`src/rtl/vx_afu_wr_tracker.sv`:
```
// vx_afu_wr_tracker
// Pairs the AW and W handshakes of each AXI memory bank into write transactions.
// Counts the writes still waiting for their B response in each bank.
// Blocks AW on a bank once that bank reaches MAX_PENDING outstanding writes.
// Runs a drain FSM so the AFU controller can wait until every write is acknowledged.
//
// Optional feature: define AFU_WR_TRACKER_TIMEOUT_EN to add a drain watchdog.
// The watchdog abandons a drain after TIMEOUT_CYCLES cycles and sets err_timeout.
// Without the macro, err_timeout is tied to 0 and DRAIN waits indefinitely.

module vx_afu_wr_tracker #(
  parameter int NUM_BANKS      = 2,
  parameter int PENDING_SIZEW  = 12,
  parameter int MAX_PENDING    = 4095,
  parameter int TIMEOUT_CYCLES = 1 << 20
) (
  input  logic                                         clk,
  input  logic                                         reset,
  input  logic [NUM_BANKS-1:0]                         s_awvalid,
  output logic [NUM_BANKS-1:0]                         s_awready,
  output logic [NUM_BANKS-1:0]                         m_awvalid,
  input  logic [NUM_BANKS-1:0]                         m_awready,
  input  logic [NUM_BANKS-1:0]                         wvalid,
  input  logic [NUM_BANKS-1:0]                         wready,
  input  logic [NUM_BANKS-1:0]                         wlast,
  input  logic [NUM_BANKS-1:0]                         bvalid,
  input  logic [NUM_BANKS-1:0]                         bready,
  input  logic                                         drain_req,
  output logic                                         drain_busy,
  output logic                                         drain_done,
  output logic                                         wr_idle,
  output logic [PENDING_SIZEW+$clog2(NUM_BANKS+1)-1:0] pending_total,
  output logic                                         err_underflow,
  output logic                                         err_timeout
);

  localparam int TOT_W = PENDING_SIZEW + $clog2(NUM_BANKS + 1);
  localparam logic [PENDING_SIZEW:0] CAP = (PENDING_SIZEW + 1)'(MAX_PENDING);

  typedef enum logic [1:0] {
    ST_IDLE  = 2'd0,
    ST_DRAIN = 2'd1,
    ST_DONE  = 2'd2
  } state_e;

  state_e state_q, state_d;

  logic [PENDING_SIZEW-1:0] cnt_q [NUM_BANKS];
  logic [PENDING_SIZEW-1:0] cnt_d [NUM_BANKS];
  logic [NUM_BANKS-1:0]     aw_ack_q, aw_ack_d;
  logic [NUM_BANKS-1:0]     w_ack_q, w_ack_d;
  logic [NUM_BANKS-1:0]     aw_block, aw_fire, w_fire, b_fire, tx_ack;
  logic                     underflow_hit;
  logic [TOT_W-1:0]         total_now, pending_total_q;
  logic                     idle_now, wr_idle_q, err_underflow_q;
  logic                     tmo_hit;

  // Throttle AW per bank at the cap.
  // An AW that has fired but is not yet paired already counts toward the cap.
  // The whole AW path is closed while draining.
  always_comb begin
    // NOTE: every signal driven from always_comb gets a default first so no path infers a latch.
    aw_block = '0;
    for (int i = 0; i < NUM_BANKS; i++) begin
      aw_block[i] = (({1'b0, cnt_q[i]} + {{PENDING_SIZEW{1'b0}}, aw_ack_q[i]}) >= CAP)
                    || (state_q == ST_DRAIN);
    end
  end

  assign s_awready = m_awready & ~aw_block;
  assign m_awvalid = s_awvalid & ~aw_block;
  assign aw_fire   = m_awvalid & m_awready;
  assign w_fire    = wvalid & wready & wlast;
  assign b_fire    = bvalid & bready;
  assign tx_ack    = (aw_fire | aw_ack_q) & (w_fire | w_ack_q);

  // Per-bank AW/W pairing flags and outstanding-write counters.
  // A B response that arrives when the count is already 0 leaves the count at 0 and is flagged.
  always_comb begin
    aw_ack_d      = aw_ack_q;
    w_ack_d       = w_ack_q;
    underflow_hit = 1'b0;
    for (int i = 0; i < NUM_BANKS; i++) begin
      cnt_d[i] = cnt_q[i];
      if (tx_ack[i]) begin
        aw_ack_d[i] = 1'b0;
        w_ack_d[i]  = 1'b0;
      end else begin
        if (aw_fire[i]) aw_ack_d[i] = 1'b1;
        if (w_fire[i])  w_ack_d[i]  = 1'b1;
      end
      case ({tx_ack[i], b_fire[i]})
        2'b10: cnt_d[i] = cnt_q[i] + 1'b1;
        2'b01: begin
          if (cnt_q[i] == '0) underflow_hit = 1'b1;
          else                cnt_d[i]      = cnt_q[i] - 1'b1;
        end
        default: ;
      endcase
    end
  end

  // Sum of the bank counters and the idle condition, taken from the current registered state.
  always_comb begin
    total_now = '0;
    idle_now  = ~|aw_ack_q & ~|w_ack_q;
    for (int i = 0; i < NUM_BANKS; i++) begin
      total_now = total_now + TOT_W'(cnt_q[i]);
      if (cnt_q[i] != '0) idle_now = 1'b0;
    end
  end

  // Drain FSM next state.
  // A drain requested while DRAIN or DONE is already under way is ignored.
  always_comb begin
    state_d = state_q;
    case (state_q)
      ST_IDLE:  if (drain_req)             state_d = ST_DRAIN;
      ST_DRAIN: if (wr_idle_q || tmo_hit) state_d = ST_DONE;
      ST_DONE:                             state_d = ST_IDLE;
      default:                             state_d = ST_IDLE;
    endcase
  end

  // Tracker state registers.
  always_ff @(posedge clk) begin
    // NOTE: sequential state uses non-blocking assignments so every register samples pre-edge values.
    if (reset) begin
      // NOTE: the counter array is a handful of flops, not a RAM, so it is reset like any other register.
      for (int i = 0; i < NUM_BANKS; i++) cnt_q[i] <= '0;
      aw_ack_q        <= '0;
      w_ack_q         <= '0;
      state_q         <= ST_IDLE;
      pending_total_q <= '0;
      wr_idle_q       <= 1'b1;
      err_underflow_q <= 1'b0;
    end else begin
      for (int i = 0; i < NUM_BANKS; i++) cnt_q[i] <= cnt_d[i];
      aw_ack_q        <= aw_ack_d;
      w_ack_q         <= w_ack_d;
      state_q         <= state_d;
      pending_total_q <= total_now;
      wr_idle_q       <= idle_now;
      if (underflow_hit) err_underflow_q <= 1'b1;
    end
  end

`ifdef AFU_WR_TRACKER_TIMEOUT_EN
  localparam int TMO_W = $clog2(TIMEOUT_CYCLES + 1);

  logic [TMO_W-1:0] tmo_cnt_q;
  logic             err_timeout_q;

  // The counter is held at zero outside DRAIN, so every drain starts counting from 0.
  // The last DRAIN cycle is the one in which the counter shows TIMEOUT_CYCLES-1.
  assign tmo_hit = (state_q == ST_DRAIN) && (tmo_cnt_q == TMO_W'(TIMEOUT_CYCLES - 1));

  // Drain watchdog counter and its sticky error flag.
  always_ff @(posedge clk) begin
    if (reset) begin
      tmo_cnt_q     <= '0;
      err_timeout_q <= 1'b0;
    end else begin
      if (state_q != ST_DRAIN) tmo_cnt_q <= '0;
      else                     tmo_cnt_q <= tmo_cnt_q + 1'b1;
      if (tmo_hit) err_timeout_q <= 1'b1;
    end
  end

  assign err_timeout = err_timeout_q;
`else
  localparam int unused_timeout_cycles = TIMEOUT_CYCLES;

  assign tmo_hit     = 1'b0;
  assign err_timeout = 1'b0;
`endif

  assign drain_busy    = (state_q == ST_DRAIN);
  assign drain_done    = (state_q == ST_DONE);
  assign wr_idle       = wr_idle_q;
  assign pending_total = pending_total_q;
  assign err_underflow = err_underflow_q;

endmodule
```
`config.mk`:
```
export PLATFORM = sky130hd
export DESIGN_NAME = vx_afu_wr_tracker
export DESIGN_NICKNAME = d
export VERILOG_FILES = /design/src/rtl/vx_afu_wr_tracker.sv
export SDC_FILE = /design/constraint.sdc
export NUM_CORES = 1
export LEC_CHECK = 0
export CORE_MARGIN = 2
export CORE_UTILIZATION = 39
export CTS_CLUSTER_SIZE = 40
export DETAILED_ROUTE_END_ITERATION = 8
export DONT_BUFFER_PORTS = 1
export SLEW_MARGIN = 20
export SYNTH_ARGS = -nofsm -noshare
export SYNTH_HDL_FRONTEND = slang
export SYNTH_SLANG_ARGS = --single-unit
```
`constraint.sdc`:
```
create_clock -name clk -period 7.36 [get_ports clk]
set_input_delay 1.472 -clock clk [delete_from_list [all_inputs] [get_ports clk]]
set_output_delay 1.472 -clock clk [all_outputs]
set_load 0.02 [all_outputs]
```
[After elaboration in Yosys (flattened, before gate mapping)]
Memories as Yosys holds them, arrays and structs flattened.
Index checks and enable logic that the tools add are counted.
Widths: inputs -> output; s select.
Cells by class
  $add $sub $neg: 7
  multiply operators: 0
  div/mod/pow operators: 0
  order comparisons: 2
  equal/unequal tests: 8
  shift-type cells: 0
  multiplexer cells: 18
  bitwise gates (word level): 13
  reduce and logical (&&, ||, !) cells: 14
Operators with widths (number)
  $mux 12: 4
  $pmux 12 s2: 2
  $add 12x1->13: 2
  $ge 13x12->1 const B: 2
  $add 12x1->12 const B: 2
  $logic_not 12->1: 2
  $reduce_bool 12->1: 2
  $sub 12x1->12 const B: 2
  $and 2x2->2: 7
  $add 12x12->13: 1
  $mux 1: 9
  $reduce_or 2->1: 4
  $eq 2x1->1 const B: 3
  $eq 2x2->1 const B: 3
  $mux 2: 2
  $or 2x2->2: 2
  $pmux 2 s2: 1
  $logic_not 1->1: 2
  $logic_not 2->1: 1
  $logic_or 1x1->1: 2
  $ne 2x1->1 const B: 1
  $ne 2x2->1 const B: 1
  $not 2->2: 1
  $or 1x1->1: 2
  other kinds (2): 2
Storage, ports and cells
  register bits after elaboration: 22
  bits in latches: 0
  bits in writable memories: 24
  ROM bits: 0
  input port bits: 17
  memories kept: 1
Memory list
  cnt_q: depth 2, width 12, read ports 2, clocked after memory_dff 0, write ports 2, RTL line 48  | logic [PENDING_SIZEW-1:0] cnt_q [NUM_BANKS];

[Longest topological paths before layout]
Gate-level depths: netlist of the first run.
An unclocked memory read counts as a cell.
  word-level depth: 13
  depth in mapped cells: 17
  depth with buffers taken out: 17

[Worst setup path after synthesis of the first run]
No wires, ideal clock.
  kind: in2reg
  start: input port m_awready[1]
  end: memory cnt_q[1][11] (netlist: cnt_q[0][23])
  arrival: 4141 ps
  required time: 7296 ps
  path slack: 3155 ps
  stages on the path: 13
  buffers on the path: 0
  cells stage by stage: and3_1 a21o_1 a21oi_1 o21ai_0 inv_1 ha_1 o21ai_0 o21ai_0 nor3_1 o31ai_1 o41ai_1 or4b_1 nand4_1
RTL lines
  start, declared: RTL line 22  | input logic [NUM_BANKS-1:0] m_awready,
  end, declared: RTL line 48

==> results of run 1 <==
-- stage by stage --
| step | instances | area, µm² | power [mW] | setup slack [ns] |
|---|---|---|---|---|
| after floorplan | 414 | 3390 | 0.584 | 3.16 |
| after global placement | 508 | 3450 | 0.641 | 2.87 |
| after detailed placement | 508 | 3450 | 0.645 | 2.74 |
| after CTS | 516 | 3550 | 0.819 | 2.91 |
| after global routing | 516 | 3550 | 0.876 | 2.48 |
| final | 516 | 3550 | 0.810 | 2.86 |
-- synthesized netlist by cell type (8+ instances only) --
cell type,count,share of area (%)
sky130_fd_sc_hd__nor2b_1,9,1.7
sky130_fd_sc_hd__o21ai_1,14,2.1
sky130_fd_sc_hd__dfxtp_1,45,27
sky130_fd_sc_hd__xnor2_1,18,4.7
sky130_fd_sc_hd__a21o_1,8,1.8
sky130_fd_sc_hd__a21oi_1,38,5.6
sky130_fd_sc_hd__ha_1,36,13
sky130_fd_sc_hd__nor3_1,17,2.5
sky130_fd_sc_hd__o21ai_0,22,3.2
sky130_fd_sc_hd__inv_1,14,1.6
sky130_fd_sc_hd__nor2_1,26,2.9
sky130_fd_sc_hd__nor4_1,8,1.5
sky130_fd_sc_hd__nand2_1,20,2.2
sky130_fd_sc_hd__nand3_1,19,2.8
-- worst paths after layout --
check	startpoint	to	slack (ns)
worst max-delay path	cnt_q[0][12]	cnt_q[0][23]	2.86
worst min-delay path	state_q[1]	state_q[0]	0.43
worst max register to register	cnt_q[0][12]	cnt_q[0][23]	2.86
worst min register to register	state_q[1]	state_q[0]	0.43
-- power by group through the flow --
stage / clock network, mW / registers, mW / logic, mW
detailed placement: 0 / 0.360 / 0.285
finish: 0.170 / 0.354 / 0.286
global route: 0.186 / 0.360 / 0.329
floorplan: 0 / 0.340 / 0.244
global placement: 0 / 0.360 / 0.281
CTS: 0.177 / 0.354 / 0.288
-- cell type report --
class	count	share of cell area (%)
Tap cell	108	3.80
Inverter	15	1.59
Timing Repair Buffer	2	0.423
Multi-Input combinational cell	338	66.0
Clock buffer	7	2.71
Sequential cell	45	25.4
Clock inverter	1	0.141
-- flip-flops by register name, summed over array words and instances (netlist names) --
signal and cells:
aw_ack_q 2, wr_idle 1, err_underflow 1, state_q 2
pending_total 13, w_ack_q 2, cnt_q 24
-- layout by cell type, fill, tap and decap left out, types with 3 or more instances in the layout --
cell type / instances
sky130_fd_sc_hd__o31ai_1: 3
sky130_fd_sc_hd__and3_1: 6
sky130_fd_sc_hd__ha_1: 36
sky130_fd_sc_hd__o21ai_0: 22
sky130_fd_sc_hd__xor2_1: 4
sky130_fd_sc_hd__nand2_1: 20
sky130_fd_sc_hd__o21a_1: 6
sky130_fd_sc_hd__nand4_1: 6
sky130_fd_sc_hd__or3_1: 6
sky130_fd_sc_hd__nor3_1: 17
sky130_fd_sc_hd__nor4_1: 8
sky130_fd_sc_hd__a21boi_0: 3
sky130_fd_sc_hd__dfxtp_1: 45
sky130_fd_sc_hd__clkbuf_8: 7
sky130_fd_sc_hd__fa_1: 3
sky130_fd_sc_hd__nand2b_1: 4
sky130_fd_sc_hd__a21oi_1: 38
sky130_fd_sc_hd__nor2_1: 26
sky130_fd_sc_hd__nand3_1: 19
sky130_fd_sc_hd__a211o_1: 3
sky130_fd_sc_hd__xnor2_1: 18
sky130_fd_sc_hd__inv_1: 14
sky130_fd_sc_hd__o21ai_1: 14
sky130_fd_sc_hd__o211ai_1: 3
sky130_fd_sc_hd__a211oi_1: 4
sky130_fd_sc_hd__nor3b_1: 5
sky130_fd_sc_hd__and2_1: 4
sky130_fd_sc_hd__a21o_1: 8
sky130_fd_sc_hd__a31oi_1: 3
sky130_fd_sc_hd__nor2b_1: 9
-- cell families after synthesis --
logic type                 synth area share, %
AOI/OAI and AO/OA                         24.3
xor gates and xnor gates                  5.69
adders and majority gates                 15.1
buffers and inverters                     4.36
DFF                                       26.6
muxes                                    0.923
other                                    0.111
and+or+nand+nor                           22.9
-- routing by layer --
layer	up-vias	wire length (µm)	GRT usage, %
met5	-	0	0
met4	0	153	4.91
met3	15	447	3.88
met2	84	3550	28.1
met1	1378	3900	22.8
li1	1522	-	-
==> impl.org, run 1 <==
** Global route
- Antenna violations before repair :: 0
- Via count of the first global-routing pass :: 2,851
- For this run the aggregate overflow at the end of global routing stands at 0.
- First-pass GRT wire length :: 13,600 µm
- Entering global routing, the biggest net connects 49 pins.
- Global routing used 17.2% of the available tracks.

** Floorplan
- The core region is 0.00855 mm².
- The die is 97.2 µm tall.
- During I/O placement, the number of pins put on the boundary was 40.
- Starting utilization of the core area :: 39.6%
- Measured along the x axis, the die boundary spans 97.2 µm.
- The floorplan has 34 rows.
- The floorplan step defined a die boundary enclosing 0.00945 mm².

** Drt
- Post-detailed-route via-to-cell ratio :: 5.81
- Detailed-router iteration count before antenna repair :: 4
- Count of vias placed by the detailed router :: 2,999
- Routed Antenna Nets :: 0
- For this run, design rule violations remaining after detail routing come to 0.
- After detailed routing, the total wire length is 8050 µm.
- In the final routed layout, each cell accounts on average for 15.6 µm.
- The detailed router finished its first iteration with 118 violations.

** Clocking
- In this run the clock root is driven by a sky130_fd_sc_hd__clkbuf_8.
- Buffers inserted during clock tree synthesis total 5.
- In this run the number of H-tree levels came out at 2.
- For this design, the CTS-stage hold fixing added 0 buffers.
- Count of instances resized after the clock tree is built :: 0
- Post-CTS timing repair inserted 0 buffers for setup.
- Clock latency on the worst-skew pair :: 0.30 ns
- Counting every sink on the clock net gives 45.
- Counting along the longest clock path gives a buffer depth of 2.
- Clock edge transition at the registers on the reported setup and hold paths :: 0.08 ns
- TritonCTS built the clock tree.

** Yosys
- The number of different library cells used by synthesis comes to 68.
- After synthesis, flip-flops and latches occupy 26.6% of the total area.
- The synthesized design contains 45 register bits.
- Synthesized instance count :: 413
- Count of flip-flops with a built-in enable after synthesis :: 0
- Yosys warning total :: 0
- The most used flip-flop cell after synthesis is sky130_fd_sc_hd__dfxtp_1.
- Avg Cell Area, Syn :: 8.20 µm²
- Async set or reset register ratio after synthesis :: 0%
- Summing every instance area after synthesis gives 0.00339 mm².

** Timing
- Unrepaired setup endpoints after global routing :: false
- On the final layout, the worst hold slack is 0.427 ns.
- In this run the tightest slew margin relative to its limit is 36.9%.
- After layout, the worst path uses 61.2% of the clock period.
- Setup Skew :: 0.00408 ns
- Sum Neg Setup Slack :: 0 ns
- Final setup violation count :: 0
- Final max-slew violation count :: 0
- Least-Margin Pin Slew :: 0.943 ns
- Timing would allow up to 222 MHz.
- Number of hold-slack violations in the final timing report :: 0
- The routed design could run at a clock period as short as 4.50 ns.

** Power and ir drop
- Summed over all cells, the static leakage comes to 1.46 nW.
- Net switching is 39.3% of the power.
- Of the total power, combinational logic draws 35.3%.
- Reported net switching power :: 318 µW
- For this design the ratio of total power to cell area is 228 mW/mm².
- Max VDD drop :: 0.000141 V
- Cell internal power was estimated by the tool at 492 µW.
- Sequential cells burn 43.7% of the power.
- The share of total power dissipated in the clock network is 21.0%.

** Layout
- For this run, the share of the core covered by cells in the final layout is 41.5%.
- Fill cells in the final layout number 858.
- Multi-input logic area :: 0.00234 mm²
- The sequential cells in the finished layout cover a total of 901 µm².
- From synthesis to final layout, the design area changed by 4.84%.
- Layout Nets :: 463
- Number of diodes :: 0
- Cells with a size suffix above 1 make up 5.15% of the layout.

** Job
- The tool flagged a number of max-cap violations equal to 0.

** Critical path
- In this run the worst path has a maximum fanout of 10.
- On the worst path, the slowest cell contributes a delay of 0.50 ns.
- The worst setup path is of the flop to flop kind.
- STA classifies the critical path endpoint as a flop.
- Crit path top cell by count :: sky130_fd_sc_hd__ha_1
- The signal on the critical path passes through ha_1 -> ha_1 -> o21bai_1 -> a2111o_1 -> a21o_1 -> a21oi_1 -> o21ai_0 -> inv_1 -> ha_1 -> a211oi_1 -> o21ai_0 -> nor3_1 -> o31ai_1 -> o41ai_1 -> or4_1 -> nand4_1.
- Worst path bufs/invs :: 1
- CP Data Arrival Time :: 4.69 ns
- Logic depth of the worst setup path including buffers :: 16
- Crit path launch type :: flop
- Required arrival time at the worst endpoint :: 7.54 ns
- The number of cells on the worst reg-to-reg path is 16.
- Slowest library cell on the worst path :: sky130_fd_sc_hd__o41ai_1
- Kind of cell adding the most delay to the critical path :: compound AO/OA/AOI/OAI gates

** Outcome
- The flow ran to the end, and the final reports show no timing, DRC or antenna violations.

** Place
- GPL Wtd Cong :: 0.929
- Post-DP HPWL :: 6080 µm
- Input and output buffers added on the ports amount to 0.

** Worst hold path
- In this run the worst hold path is classified as flop to flop.
- Along the worst hold path, the cell count comes to 1.
Power figures use the tool's default switching activity.
==> run 2, diff against run 1 <==
==> constraint.sdc (replaced) <==
create_clock -name clk -period 4.25 [get_ports clk]
set_input_delay 0.85 -clock clk [delete_from_list [all_inputs] [get_ports clk]]
set_output_delay 0.85 -clock clk [all_outputs]
set_load 0.02 [all_outputs]
==> run 2 against run 1 <==
Global-route usage grew 0.96 points. Register-to-register slack got worse by 2.6 ns. Design area increased by 3.2%. Sequential power increased by 71%. Maximum frequency rose by 13%. Utilization is 1.3 points higher. Via count grew 2.8%. Die area stayed put. Clock skew grew 0.0053 ns. Largest power group unchanged. Highest routed layer unchanged.
==> impl.org, run 2 (synthesized netlist as in run 1, its figures left out) <==
** Power and ir drop
- Part of the power in the clock network :: 19.4% (-1.6 points)
- Power density over cell area :: 386 mW/mm² (+69%)
- Net switching share of the total power :: 39.6% (+0.36 points)
- Reg power frac :: 42.8% (-0.9 points)
- The part of the total power dissipated in combinational logic came to 37.9% (+2.6 points).
- The worst voltage drop across the vdd grid is 0.000200 V (+42%).
- The cell-internal power was 853 µW (+73%).
- Static Leak :: 1.49 nW (+2.5%)
- The switching power of the nets is 560 µW (+76%).

** Drt
- Routed Antenna Nets :: 0 (unchanged)
- Count of vias placed by the detailed router :: 3,082 (+2.8%)
- The wire length after detailed routing is 8330 µm (+3.6%).
- DR DRC count :: 0 (unchanged)
- The per-cell via count in the routed design was 5.86 (+0.81%).
- Average routed wire per standard cell :: 15.8 µm (+1.6%)
- Detailed-router iteration count before antenna repair :: 4 (unchanged)
- Iteration-0 DRC count of the detailed router :: 190 (+61%)

** Floorplan
- Horizontal die dimension :: 97.2 µm (unchanged)
- The die outline area is 0.00945 mm² (unchanged).
- The core footprint is 0.00855 mm² (unchanged).
- The die extent in y is 97.2 µm (unchanged).
- Number of placement rows :: 34 (unchanged)
- Starting utilization of the core area :: 39.6% (unchanged)
- The top-level port count was 40 (unchanged).

** Place
- Post-DP HPWL :: 6140 µm (+0.96%)
- GPL Wtd Cong :: 0.826 (-11%)
- Dpl cells :: 518 (+2.0%)
- Quantity of I/O buffers inserted on ports :: 0 (unchanged)

** Layout
- Number of non-filler instances in the completed layout :: 526 (+1.9%)
- The count of fill cells added during filler insertion came to 840 (-2.1%).
- Number of diodes :: 0 (unchanged)
- The number of flip-flops in the largest register was 24 (unchanged).
- Largest reg by FF count :: cnt_q
- The final-stage net count is 474 (+2.4%).
- Commonest non-fill, non-tap cell in the layout :: sky130_fd_sc_hd__dfxtp_1
- Multi-input logic area :: 0.00238 mm² (+1.8%)
- Area delta synth->final :: 8.16%
- Layout cells sized above 1 :: 8.61% (+3.5 points)
- Top library cells by usage in the layout, fill and taps aside :: sky130_fd_sc_hd__dfxtp_1 (44), sky130_fd_sc_hd__a21oi_1 (38), sky130_fd_sc_hd__ha_1 (34)
- Footprint of the flip-flops and latches :: 902 µm² (+0.14%)

** Global route
- First-pass GRT wire length :: 14,400 µm (+5.4%)
- Via count of the first global-routing pass :: 2,951 (+3.5%)
- Largest net degree at the start of global routing :: 49 (unchanged)
- The number of antenna violations at the first check in global routing was 0 (unchanged).
- Gr ovfl total :: 0 (unchanged)
- Total routing usage reported by global routing :: 18.1% (+0.96 points)

** Job
- Max-Cap Viols :: 0 (unchanged)

** Clocking
- Max Buffers Root-to-Sink :: 2 (unchanged)
- CTS root buf :: sky130_fd_sc_hd__clkbuf_8
- The clock insertion delay at the later pin of the skew report came to 0.30 ns (about the same).
- The number of buffers created by CTS was 5 (unchanged).
- TritonCTS clock tree :: done
- The number of H-tree branching levels came to 2 (unchanged).
- Clk sinks :: 45 (unchanged)
- Clock edge transition at the registers on the reported setup and hold paths :: 0.08 ns (about the same)

** Critical path
- Critical path fanouts, max :: 4 (-6)
- The slack of the worst reg-to-reg path is 0.25 ns (-2.60 ns).
- The worst setup path is captured at a flop.
- Depth of the most critical reg-to-reg path :: 17 (+1)
- The required time at the endpoint of the critical path came to 4.49 ns (-3.05 ns).
- Crit path launch :: aw_ack_q[1]
- Crit Path Category :: flop to flop
- STA classifies the critical path startpoint as a flop.
- The most critical setup path has its endpoint at cnt_q[0][23].
- In this run the critical register-to-register path is launched from aw_ack_q[1].
- CP Data Arrival Time :: 4.23 ns (-0.46 ns)
- Endpoint of the lowest-slack register-to-register path :: cnt_q[0][23]

** Timing
- Worst-case headroom to the max-slew limit :: 34.7% (-2.2 points)
- Post-layout minimum cycle time :: 4.00 ns (-0.507 ns)
- The total of endpoints with negative setup slack in the final report came to 0 (unchanged).
- Setup Skew :: 0.00938 ns (+0.00530 ns)
- Highest clock frequency the design can meet :: 250 MHz (+13%)
- The slew at the pin closest to its max-slew limit was 0.975 ns (+0.0330 ns).
- The worst hold slack is 0.427 ns (-0.000659 ns).
- Setup repair after global routing left no endpoint under its margin.
- Final Cycle Share :: 94.0% (+33 points)
- Sum Neg Setup Slack :: 0 ns (unchanged)
- The count of final hold-check violations came to 0 (unchanged).
- The final-report max-slew violation count is 0 (unchanged).

** Outcome
- Result of the run :: complete, no violations

** Worst hold path
- Min-Delay Path Class :: flop to flop
## run 2: changes by cell type in the layout (fill, tap and decap cells not counted), sizes merged
cell	before	now
clkinv	1	0
buf	2	13
## run 2: critical path, stage by stage (launching register included)
cell                       delay (ns)
sky130_fd_sc_hd__dfxtp_1         0.33
sky130_fd_sc_hd__ha_1            0.24
sky130_fd_sc_hd__ha_1            0.22
sky130_fd_sc_hd__o21bai_1        0.16
sky130_fd_sc_hd__a2111o_1        0.45
sky130_fd_sc_hd__a21o_1          0.19
sky130_fd_sc_hd__a21oi_1         0.18
sky130_fd_sc_hd__o21ai_0         0.18
sky130_fd_sc_hd__inv_1           0.16
sky130_fd_sc_hd__ha_1            0.22
sky130_fd_sc_hd__o21ai_0         0.09
sky130_fd_sc_hd__o21ai_0         0.26
sky130_fd_sc_hd__nor3_1          0.13
sky130_fd_sc_hd__o31ai_2         0.33
sky130_fd_sc_hd__o41ai_1         0.11
sky130_fd_sc_hd__buf_4           0.15
sky130_fd_sc_hd__or4b_1          0.46
sky130_fd_sc_hd__nand4_1         0.08
## run 2: per-layer routing
metal | global-route usage (%) | up-vias | part of all wire (%)
li1 | - | 1555 | -
met1 | 25.0 | 1427 | 49
met2 | 28.4 | 86 | 45
met3 | 3.81 | 14 | 4.5
met4 | 5.98 | 0 | 1.9
met5 | 0 | - | 0
## run 2: how the worst min path moves through the flow
stage,start,end,slack [ns],cells after the start
final,state_q[1],state_q[0],0.43,1
after floorplan,state_q[1],state_q[0],0.41,1
after CTS,state_q[1],state_q[0],0.43,1
after global routing,state_q[1],state_q[0],0.47,1
after detailed placement,state_q[1],state_q[0],0.42,1
after global placement,state_q[1],state_q[0],0.42,1
## run 2: area by class of cell
cell class | instances | area share, %
repair buffers | 13 | 2.66
well taps | 108 | 3.69
multi-input cells | 338 | 65.1
clock buffers | 7 | 2.36
inverters | 15 | 1.60
flip-flops and latches | 45 | 24.6
## run 2: timing repair
item                       in CTS  in global routing
setup buffers                   0                  1
hold buffers                    0                  0
setup endpoints to repair       0                  3
gates resized for setup         0                 10
## run 2: power groups by stage
| stage | combinational [mW] | sequential, mW | clock [mW] |
|---|---|---|---|
| 4_1_cts | 0.528 | 0.603 | 0.283 |
| 5_1_grt | 0.610 | 0.615 | 0.300 |
| 3_3_place_gp | 0.519 | 0.612 | 0 |
| 6_report | 0.535 | 0.604 | 0.274 |
| 2_1_floorplan | 0.423 | 0.589 | 0 |
| 3_5_place_dp | 0.524 | 0.614 | 0 |
## run 2: per-stage QoR
| step | setup slack (ns) | util (%) | total power [mW] | instance area, µm² |
|---|---|---|---|---|
| floorplan | 0.327 | - | 1.01 | 3390 |
| global placement | 0.271 | 41.2 | 1.13 | 3530 |
| detailed placement | 0.0685 | 41.2 | 1.14 | 3530 |
| CTS | 0.0234 | 42.2 | 1.41 | 3610 |
| global route | 0.00306 | 42.9 | 1.53 | 3660 |
| finish | 0.254 | 42.9 | 1.41 | 3660 |
==> run 3, diff against run 2 <==
--- a/config.mk
+++ b/config.mk
@@ -5,11 +5,14 @@
 export SDC_FILE = /design/constraint.sdc
 export NUM_CORES = 1
 export LEC_CHECK = 0
+export CELL_PAD_IN_SITES_DETAIL_PLACEMENT = 1
+export CELL_PAD_IN_SITES_GLOBAL_PLACEMENT = 2
 export CORE_MARGIN = 2
-export CORE_UTILIZATION = 39
+export CORE_UTILIZATION = 38
 export CTS_CLUSTER_SIZE = 40
 export DETAILED_ROUTE_END_ITERATION = 8
 export DONT_BUFFER_PORTS = 1
+export PLACE_DENSITY_LB_ADDON = 0.1
 export SLEW_MARGIN = 20
 export SYNTH_ARGS = -nofsm -noshare
 export SYNTH_HDL_FRONTEND = slang
==> run 3 against run 2 <==
First-iteration DRC count shrank 49%. Maximum frequency grew 0.13%. Wire length rose by 15%. Utilization shrank 0.18 points. Combinational power grew 7.9%. Via count rose by 1.2%.
==> impl.org, run 3 (synthesized netlist as in run 1, its figures left out) <==
** Floorplan
- The row count was 34 (unchanged).
- Die Height :: 98.4 µm (+1.2%)
- Starting utilization of the core area :: 39.0% (-0.58 points)
- Die area :: 0.00969 mm² (+2.5%)
- The top-level port count came to 40 (unchanged).
- Area of the core :: 0.00868 mm² (+1.5%)
- The width of the chip came to 98.4 µm (+1.2%).

** Place
- Quantity of I/O buffers inserted on ports :: 0 (unchanged)
- The post-place instance area came to 0.00356 mm² (+0.85%).
- The cell total after placement is 522 (+0.77%).
- Post-DP HPWL :: 7260 µm (+18%)
- The final estimated routing congestion in global placement came to 0.771 (-6.7%).

** Global route
- The largest net degree at the start of global routing was 49 (unchanged).
- Via count of the first global-routing pass :: 3,299 (+12%)
- Gr ovfl total :: 0 (unchanged)
- The global-route wire length before repair is 16,400 µm (+14%).
- Antenna violations before repair :: 0 (unchanged)
- Total routing usage reported by global routing :: 20.4% (+2.3 points)

** Clocking
- TritonCTS clock tree :: done
- The number of H-tree branching levels is 2 (unchanged).
- CTS Hold Bufs :: 0 (unchanged)
- The clock input transition at the sequential cells of the worst setup and hold paths was 0.09 ns (about the same).
- Clk sinks :: 45 (unchanged)
- Max Buffers Root-to-Sink :: 2 (unchanged)
- The clock insertion delay at the later pin of the skew report came to 0.30 ns (about the same).
- The number of buffers created by CTS is 5 (unchanged).
- The root buffer cell chosen for the clock tree is sky130_fd_sc_hd__clkbuf_8.

** Timing
- The maximum clock frequency is 251 MHz (+0.13%).
- The share of the clock period used by the worst path after layout came to 93.9% (-0.13 points).
- The relative slew slack was 43.2% (+8.5 points).
- Number of hold-slack violations in the final timing report :: 0 (unchanged)
- Post-layout minimum cycle time :: 3.99 ns (-0.00536 ns)
- The worst hold slack was 0.434 ns (+0.00740 ns).
- The slew at the pin closest to its max-slew limit was 0.831 ns (-0.145 ns).
- Setup Skew :: 0.00977 ns (+0.000386 ns)
- The total of endpoints with negative setup slack in the final report was 0 (unchanged).
- Setup repair after global routing left no endpoint under its margin.
- The setup TNS came to 0 ns (unchanged).
- Final max-slew violation count :: 0 (unchanged)

** Layout
- Max FFs per register :: 24 (unchanged)
- Area delta synth->final :: 9.31%
- Largest reg by FF count :: cnt_q
- Layout Nets :: 479 (+1.1%)
- The antenna diode count was 0 (unchanged).
- The count of non-filler cells in the finished layout came to 532 (+1.1%).
- Top library cells by usage in the layout, fill and taps aside :: sky130_fd_sc_hd__dfxtp_1 (44), sky130_fd_sc_hd__a21oi_1 (38), sky130_fd_sc_hd__ha_1 (33)
- Layout cells sized above 1 :: 10.8% (+2.2 points)
- The library cell used most frequently in the layout, excluding fill and tap cells, is sky130_fd_sc_hd__dfxtp_1.
- Design area :: 0.00370 mm² (+1.1%)

** Drt
- Detailed-router iteration count before antenna repair :: 4 (unchanged)
- DR WL met3 :: 292 µm (-23%)
- The number of remaining DRC errors came to 0 (unchanged).
- Total wirelength of the detailed-routed design :: 9560 µm (+15%)
- The remaining antenna violation count is 0 (unchanged).
- In this run the top signal layer used is met4.
- Average routed wire per standard cell :: 18.0 µm (+13%)
- Iteration-0 DRC count of the detailed router :: 97 (-49%)
- Count of vias placed by the detailed router :: 3,120 (+1.2%)
- The wire length on met1 was 4830 µm (+18%).
- Routed length on met2 :: 4360 µm (+17%)
- Post-detailed-route via-to-cell ratio :: 5.86 (about the same)

** Power and ir drop
- The cell-internal power came to 853 µW (about the same).
- The power share of the sequential group was 41.3% (-1.5 points).
- Total chip power :: 1.44 mW (+2.0%)
- Combinational Power Share :: 40.0% (+2.1 points)
- Static Leak :: 1.51 nW (+1.0%)
- The switching power of the nets is 589 µW (+5.1%).
- Power density over cell area :: 389 mW/mm² (+0.94%)
- Max VDD drop :: 0.000190 V (-5.1%)
- The net switching fraction of the power was 40.8% (+1.2 points).
- Part of the power in the clock network :: 18.6% (-0.8 points)

** Critical path
- Tracing the worst setup path back leads to its startpoint at aw_ack_q[0].
- CP Data Arrival Time :: 4.19 ns (-0.04 ns)
- Among the stages of the critical path, the cell type that occurs most often is sky130_fd_sc_hd__ha_1.
- In this run the critical register-to-register path is captured at cnt_q[0][11].
- Slowest library cell on the worst path :: sky130_fd_sc_hd__dfxtp_2
- The slack of the worst reg-to-reg path is 0.26 ns (about the same).
- Crit Path Category :: flop to flop
- Critical path fanouts, max :: 11 (+7)
- Required arrival time at the worst endpoint :: 4.45 ns (-0.04 ns)
- The worst stage delay on the critical path was 0.37 ns (-0.09 ns).
- Traced cell by cell, the critical path runs through ha_1 -> ha_1 -> and2b_1 -> and3_1 -> o31ai_2 -> o2111a_2 -> or2_1 -> a21o_1 -> inv_4 -> ha_1 -> o21ai_0 -> nor2_2 -> o221ai_2 -> o21a_1 -> o21ai_1 -> mux2i_1 -> mux2_1.
- The logic depth of the worst register-to-register path was 17 (unchanged).
- STA classifies the critical path startpoint as a flop.
- Origin of the critical flop-to-flop path :: aw_ack_q[0]
- Crit end category :: flop

** Outcome
- The flow ran to the end, and the final reports show no timing, DRC or antenna violations.

** Worst hold path
- The worst hold path terminates at state_q[0].
- In this run the most critical hold path is launched from state_q[1].
- The path class of the tightest hold or removal check is flop to flop.
- The instance count along the most critical hold path is 1 (unchanged).

** Job
- Max-Cap Viols :: 0 (unchanged)
==> run 3: cell count changes in the layout (fill, tap and decap cells not counted), moves of 2 or more <==
| cell | before | now |
|---|---|---|
| sky130_fd_sc_hd__buf_4 | 13 | 18 |
| sky130_fd_sc_hd__o21ai_0 | 21 | 17 |
| sky130_fd_sc_hd__o21ai_1 | 15 | 19 |
| sky130_fd_sc_hd__ha_2 | 0 | 2 |
==> run 3: per-layer routing <==
layer | GRT usage (%) | vias up
li1 | - | 1549
met1 | 28.7 | 1517
met2 | 33.9 | 50
met3 | 2.91 | 4
met4 | 3.48 | 0
met5 | 0 | -
==> run 3: how the worst max path moves through the flow <==
stage / endpoint / slack, ns / depth (start not counted)
after floorplan: cnt_q[0][23] / 0.33 / 16
after CTS: cnt_q[0][11] / 0.005 / 17
after global placement: cnt_q[0][23] / 0.17 / 17
after detailed placement: cnt_q[0][11] / 0.02 / 17
after global routing: cnt_q[0][11] / 0.006 / 17
final: cnt_q[0][11] / 0.26 / 17
==> run 3: per-stage QoR <==
step / setup WS, ns / utilization (%)
5_1_grt: 0.00577 / 42.7
3_5_place_dp: 0.0185 / 41.0
3_3_place_gp: 0.175 / 41.0
4_1_cts: 0.00485 / 41.9
6_report: 0.259 / 42.7
2_1_floorplan: 0.327 / -
==> run 3: power by group through the flow <==
stage	Sequential, mW	Combinational (mW)	Clock (mW)
4_1_cts	0.596	0.572	0.279
2_1_floorplan	0.589	0.423	0
3_3_place_gp	0.605	0.559	0
3_5_place_dp	0.606	0.566	0
6_report	0.596	0.577	0.269
5_1_grt	0.608	0.661	0.295
==> run 3: final cells by class <==
class | count | area (µm²)
fillers | 1078 | 4970
multi-input cells | 338 | 2390
flip-flops and latches | 45 | 902
repair buffers | 18 | 135
well taps | 108 | 135
clock buffers | 7 | 76.3
inverters | 15 | 58.8
clock inverters | 1 | 7.51
==> run 3: critical path, delay by kind of cell (launching register included) <==
| family | cells | cell delay (ns) |
|---|---|---|
| compound gates | 7 | 1.38 |
| fa+ha+maj | 3 | 0.75 |
| buf+inv | 1 | 0.10 |
| flops | 1 | 0.37 |
| mux | 2 | 0.55 |
| simple gates | 4 | 0.75 |
==> run 3: repair_timing <==
action	in CTS	in global routing
buffers inserted	0	1
setup endpoints to repair	0	4
resized for setup	0	18
